<file path="src/rtl/tpu_pkg.sv">
// Shared types and helpers for the TPU sequencer slice: the FSM state encoding
// and a constant-friendly max used when sizing the phase counter.
package tpu_pkg;

  typedef enum logic [2:0] {
    ST_IDLE,
    ST_LOAD_W,
    ST_COMPUTE,
    ST_DRAIN,
    ST_DONE
  } seq_state_t;

  function automatic int max3(input int a, input int b, input int c);
    int m;
    m = (a > b) ? a : b;
    return (m > c) ? m : c;
  endfunction

endpackage

</file>
<file path="src/rtl/tpu_phase_counter.sv">
// Loadable up-counter with enable, synchronous clear and a terminal-count
// compare; clear has priority over load, load over increment.
module tpu_phase_counter #(
  parameter int WIDTH = 4
) (
  input  logic             clk,
  input  logic             rst_n,
  input  logic             i_en,
  input  logic             i_clr,
  input  logic             i_load,
  input  logic [WIDTH-1:0] i_load_val,
  input  logic [WIDTH-1:0] i_tc_val,
  output logic [WIDTH-1:0] o_count,
  output logic             o_tc
);

  logic [WIDTH-1:0] r_count;

  // NOTE: sequential state uses non-blocking assignments so every flop samples
  // pre-edge values regardless of block evaluation order.
  always_ff @(posedge clk or negedge rst_n) begin
    if (!rst_n) begin
      r_count <= '0;
    end else if (i_clr) begin
      r_count <= '0;
    end else if (i_load) begin
      r_count <= i_load_val;
    end else if (i_en) begin
      r_count <= r_count + WIDTH'(1);
    end
  end

  assign o_count = r_count;
  assign o_tc    = (r_count == i_tc_val);

endmodule

</file>
<file path="src/rtl/tpu_sequencer.sv">
// Job sequencer for a systolic-array TPU: LOAD_W -> COMPUTE -> DRAIN -> DONE.
// Defining TPU_SEQ_WEIGHT_REUSE_EN adds reuse_w, letting a job skip LOAD_W.
module tpu_sequencer
  import tpu_pkg::*;
#(
  parameter int DEPTH       = 4,
  parameter int NUM_OP      = 10,
  parameter int PISO_FULL   = 8,
  parameter int COUNT_WIDTH = 4
) (
  input  logic                   clk,
  input  logic                   rst_n,
  input  logic                   start,
  input  logic                   abort,
  input  logic                   stall,
  input  logic                   out_ready,
`ifdef TPU_SEQ_WEIGHT_REUSE_EN
  input  logic                   reuse_w,
`endif
  output logic                   busy,
  output logic                   done,
  output logic                   w_load,
  output logic [COUNT_WIDTH-1:0] w_row,
  output logic                   a_valid,
  output logic [COUNT_WIDTH-1:0] a_idx,
  output logic                   acc_clr,
  output logic                   piso_load,
  output logic                   out_valid
);

  localparam int COMPUTE_LEN = NUM_OP + DEPTH - 1;
  localparam int MIN_CW      = $clog2(max3(DEPTH, COMPUTE_LEN, PISO_FULL));

  if (COUNT_WIDTH < MIN_CW) begin : g_cw_check
    $error("tpu_sequencer: COUNT_WIDTH too narrow for DEPTH/NUM_OP/PISO_FULL");
  end

  seq_state_t             r_state;
  logic                   r_acc_pend;
  logic [COUNT_WIDTH-1:0] w_count;
  logic [COUNT_WIDTH-1:0] w_tc_val;
  logic                   w_tc;
  logic                   w_adv;
  logic                   w_leave;
  logic                   w_cnt_clr;
  logic                   w_cnt_en;
  logic                   w_reuse;
  logic                   w_a_phase;

`ifdef TPU_SEQ_WEIGHT_REUSE_EN
  assign w_reuse = reuse_w;
`else
  assign w_reuse = 1'b0;
`endif

  // NOTE: every always_comb output gets a default first so no path infers a latch.
  always_comb begin
    w_tc_val = '0;
    w_adv    = 1'b0;
    case (r_state)
      ST_IDLE:    w_adv = start;
      ST_LOAD_W: begin
        w_tc_val = COUNT_WIDTH'(DEPTH - 1);
        w_adv    = ~stall;
      end
      ST_COMPUTE: begin
        w_tc_val = COUNT_WIDTH'(COMPUTE_LEN - 1);
        w_adv    = ~stall;
      end
      ST_DRAIN: begin
        w_tc_val = COUNT_WIDTH'(PISO_FULL - 1);
        w_adv    = out_ready;
      end
      ST_DONE:    w_adv = 1'b1;
      default:    w_adv = 1'b0;
    endcase
  end

  // IDLE and DONE compare against zero, so one rule covers every phase exit.
  assign w_leave   = w_adv & w_tc;
  assign w_cnt_clr = abort | w_leave;
  assign w_cnt_en  = w_adv & ~w_tc;

  tpu_phase_counter #(
    .WIDTH (COUNT_WIDTH)
  ) u_phase_counter (
    .clk        (clk),
    .rst_n      (rst_n),
    .i_en       (w_cnt_en),
    .i_clr      (w_cnt_clr),
    .i_load     (1'b0),
    .i_load_val ('0),
    .i_tc_val   (w_tc_val),
    .o_count    (w_count),
    .o_tc       (w_tc)
  );

  always_ff @(posedge clk or negedge rst_n) begin
    if (!rst_n) begin
      r_state    <= ST_IDLE;
      r_acc_pend <= 1'b0;
    end else if (abort) begin
      r_state    <= ST_IDLE;
      r_acc_pend <= 1'b0;
    end else begin
      // The clear is owed to the first COMPUTE cycle that is not stalled.
      if (r_state == ST_COMPUTE && !stall) r_acc_pend <= 1'b0;
      if (w_leave) begin
        case (r_state)
          ST_IDLE: begin
            if (w_reuse) begin
              r_state    <= ST_COMPUTE;
              r_acc_pend <= 1'b1;
            end else begin
              r_state    <= ST_LOAD_W;
            end
          end
          ST_LOAD_W: begin
            r_state    <= ST_COMPUTE;
            r_acc_pend <= 1'b1;
          end
          ST_COMPUTE: r_state <= ST_DRAIN;
          ST_DRAIN:   r_state <= ST_DONE;
          default:    r_state <= ST_IDLE;
        endcase
      end
    end
  end

  assign w_a_phase = (r_state == ST_COMPUTE) &&
                     ({1'b0, w_count} < (COUNT_WIDTH + 1)'(NUM_OP));

  // busy also acknowledges an accepted start in the same cycle it is sampled.
  assign busy      = (r_state != ST_IDLE) | (start & ~abort & rst_n);
  assign done      = (r_state == ST_DONE);
  assign w_load    = (r_state == ST_LOAD_W);
  assign w_row     = w_load ? w_count : '0;
  assign a_valid   = w_a_phase;
  assign a_idx     = w_a_phase ? w_count : '0;
  assign acc_clr   = (r_state == ST_COMPUTE) & r_acc_pend & ~stall;
  assign piso_load = (r_state == ST_COMPUTE) & w_tc & ~stall;
  assign out_valid = (r_state == ST_DRAIN);

endmodule

</file>
<file path="config.mk">
export PLATFORM = sky130hd
export DESIGN_NAME = tpu_sequencer
export DESIGN_NICKNAME = d
export VERILOG_FILES = /design/src/rtl/tpu_pkg.sv /design/src/rtl/tpu_phase_counter.sv /design/src/rtl/tpu_sequencer.sv
export SDC_FILE = /design/constraint.sdc
export NUM_CORES = 1
export LEC_CHECK = 0
export CAP_MARGIN = 10
export CORE_MARGIN = 2
export CORE_UTILIZATION = 40
export DETAILED_ROUTE_END_ITERATION = 16
export HOLD_SLACK_MARGIN = 0.1
export PLACE_DENSITY = 0.73
export SYNTH_ARGS = -nofsm -noshare
export SYNTH_HDL_FRONTEND = slang
export SYNTH_SLANG_ARGS = --single-unit
</file>
<file path="constraint.sdc">
create_clock -name clk -period 1.7 [get_ports clk]
set_input_delay 0.255 -clock clk [delete_from_list [all_inputs] [get_ports clk]]
set_output_delay 0.255 -clock clk [all_outputs]
set_load 0.02 [all_outputs]
</file>
==> results.sh <==
export IMPL_status="finished, violations left"
export IMPL_violations="negative setup slack"
export IMPL_cts_htree_levels=1
export IMPL_met2_usage_pct=40.3
export IMPL_relSlewSlack_pct=79.4
export IMPL_hpwl_um=1500
export IMPL_hold_viol=0
export IMPL_dp_worst_setup_slack_ns=-0.408
export IMPL_slew_viol_final=0
export IMPL_synth_edff_count=0
export IMPL_p_comb_share_pct=72.0
export IMPL_clockBufferDepth=2
export IMPL_drt_vias_per_instance=5.26
export IMPL_hold_slack_ns=0.294
export IMPL_ys_ff_latch=8
export IMPL_cts_num_sinks=8
export IMPL_clockPowerShare_pct=10.8
export IMPL_cpMostUsedCell="buf_4"
export IMPL_yosysWarnings=0
export IMPL_switchingPower_uw=597
export IMPL_arrival_ns=2.03
export IMPL_ant_nets=0
export IMPL_utilization_pct=76.2
export IMPL_async_flop_share_pct=100
export IMPL_root_buffer="clkbuf_4"
export IMPL_cts_clk_slew_worst_paths_ns=0.06
export IMPL_crit_chain="or3b_4 > buf_4 > o32ai_4 > o211ai_1 > buf_4 > mux2i_1 > nor2_1"
export IMPL_cts_tree="built"
export IMPL_syn_cell_area_um2=668
export IMPL_die_w_um=44.9
export IMPL_crit_type="reg -> reg"
export IMPL_clock_latency_ns=0.27
export IMPL_grt_use_total_pct=24.6
export IMPL_p_int_uw=852
export IMPL_routedWlPerCell_um=14.9
export IMPL_min_path_type="in -> async"
export IMPL_p_per_area_nw_per_um2=1230
export IMPL_fin_area_um2=1170
export IMPL_num_antenna_cells=0
export IMPL_dr_first_iter_drc_count=7
export IMPL_yosysSeqAreaShare_pct=30.0
export IMPL_route_detailed_drc=0
export IMPL_period_needed_ns=1.87
export IMPL_grt_busiest_layer="met2"
export IMPL_die_h_um=44.9
export IMPL_core_um2=1540
export IMPL_min_period_over_period_pct=110
export IMPL_grt_pass1_vias=774
export IMPL_crit_path_top_delay_cell="or3b_4"
export IMPL_syn_to_final_growth_pct=75.8
export IMPL_place_area_um2=1010
export IMPL_fp_dieArea_um2=2010
export IMPL_crit_path_end_kind="flop"
export IMPL_slowest_delay_ns=0.46
export IMPL_fillCellCount=115
export IMPL_worst_slew_pin_slew_ns=0.308
export IMPL_ir_drop_mv=1.06
export IMPL_start_util_pct=43.3
export IMPL_wl_um=2100
export IMPL_num_rows=14
export IMPL_drive_gt1_share_pct=53.6
export IMPL_grt_remaining_overflow=0
export IMPL_drt_pass1_iter_count=4
export IMPL_rsz0062_at_grt="true"
export IMPL_final_cell_mix="29 x buf_4, 9 x buf_6, 8 x dfrtp_1"
export IMPL_critPathMaxFanout=7
export IMPL_finalWorstSetupSlack_ns=-0.171
export IMPL_leakage_nw=0.544
export IMPL_max_freq_ghz=0.535
export IMPL_maxCapViolCount=0
export IMPL_routabilityCongestion=0.873
export IMPL_grt_pass1_wl_um=3480
export IMPL_cp_start_kind="flop"
export IMPL_finalNetCount=134
export IMPL_grt_util_met3_pct=6.80
export IMPL_vias=741
export IMPL_antenna_found_initial=0
export IMPL_synthCells=79
export IMPL_required_ns=1.85
export IMPL_cts_buffers=3
export IMPL_r2r_start="r_state[2]$_DFFE_PN0P_"
export IMPL_seqPwrFrac_pct=17.2
export IMPL_grt_max_degree=11
export IMPL_tns_ns=-1.33
export IMPL_finClkSkew_ns=0.00353
export IMPL_syn_area_per_cell_um2=8.46
export IMPL_setup_viol=15
export IMPL_p_sw_share_pct=41.2
export IMPL_synth_top_flop_cell="dfrtp_1"
export IMPL_gr_usage_met1_pct=29.7
export IMPL_io_pins=21
export IMPL_port_buffers=20
export IMPL_cp_startpoint="r_state[2]$_DFFE_PN0P_"
export IMPL_synth_distinct_cells=32
export IMPL_syn_num_nets=86
export IMPL_final_common_cell="buf_4"
## worst paths after layout
kind	slack [ns]	cells after the start	to
setup / recovery	-0.17	7	r_state[2]$_DFFE_PN0P_
hold / removal	0.29	2	u_phase_counter.o_count[1]$_DFFE_PN0P_
setup reg to reg	-0.17	7	r_state[2]$_DFFE_PN0P_
hold reg to reg	0.60	2	r_acc_pend$_DFF_PN0_
max in group asynchronous	1.27	2	u_phase_counter.o_count[3]$_DFFE_PN0P_
min in group clk	0.60	2	r_acc_pend$_DFF_PN0_
## timing repair
item	CTS	global route
buffers inserted	5	3
gates cloned	0	0
resized for setup	79	16
hold buffers	0	0
setup endpoints to repair	23	21
pin swaps	10	2
## layout make-up
type	instances	area, um^2	share of cell area [%]
Clock buffer	3	22.5	1.92
Inverter	3	11.3	0.958
Multi-Input combinational cell	63	513	43.7
Sequential cell	8	200	17.0
Tap cell	16	20.0	1.70
Timing Repair Buffer	48	408	34.7
## logic make-up (layout without fill, tap and decap cells)
kind of cell,after synthesis,count (layout),share of synthesized area [%]
xor+xnor,1,1,1.31
buf+inv,8,54,7.12
simple gates,45,45,39.5
mux,3,3,4.49
compound gates,13,13,15.7
fa+ha+maj,1,1,1.87
flops,8,8,30.0
## synth_stat cells, types with 2 or more instances
library cell / number / area (um^2)
nand3b_1: 4 / 30.0
mux2i_1: 3 / 30.0
nand3_1: 3 / 15.0
inv_1: 3 / 11.3
nor2_1: 6 / 22.5
nand2_1: 6 / 22.5
nor3_1: 2 / 10.0
o211ai_1: 2 / 15.0
o2bb2ai_1: 2 / 17.5
nor3b_1: 4 / 30.0
or2_2: 3 / 18.8
nor2b_1: 3 / 18.8
and2_1: 5 / 31.3
dfrtp_1: 8 / 200
nand2b_1: 3 / 18.8
buf_6: 2 / 22.5
buf_2: 2 / 10.0
a21oi_1: 4 / 20.0
## critical path: cells and delay by family, from the launching register on
kind / cells / cell delay [ns]
AO/OA/AOI/OAI: 2 / 0.33
multiplexers: 1 / 0.15
buffers and inverters: 2 / 0.35
flip-flops: 1 / 0.40
AND/OR/NAND/NOR: 2 / 0.53
## through the flow
stage	std cells	power, mW
finish	141	1.45
global route	141	1.54
CTS	138	1.29
detailed placement	130	1.05
global placement	130	1.03
floorplan	79	0.720
## registers in the layout, indices dropped and copies added, names as in the netlist
| register | flops |
|---|---|
| u_phase_counter.o_count | 4 |
| r_state | 3 |
| r_acc_pend | 1 |
## power by group through the flow
stage / Clock [mW] / Combinational [mW] / Sequential, mW
after floorplan: 0 / 0.472 / 0.249
after global placement: 0 / 0.783 / 0.245
after detailed placement: 0 / 0.805 / 0.248
after CTS: 0.161 / 0.885 / 0.246
after global routing: 0.165 / 1.13 / 0.253
final: 0.156 / 1.04 / 0.249
## metal layers
layer | share of wire [%] | vias up
met1 | 41 | 351
met2 | 54 | 11
li1 | - | 373
met3 | 2.4 | 6
met5 | 0 | -
met4 | 2.5 | 0
No activity file was read; power rests on OpenSTA's default activity.
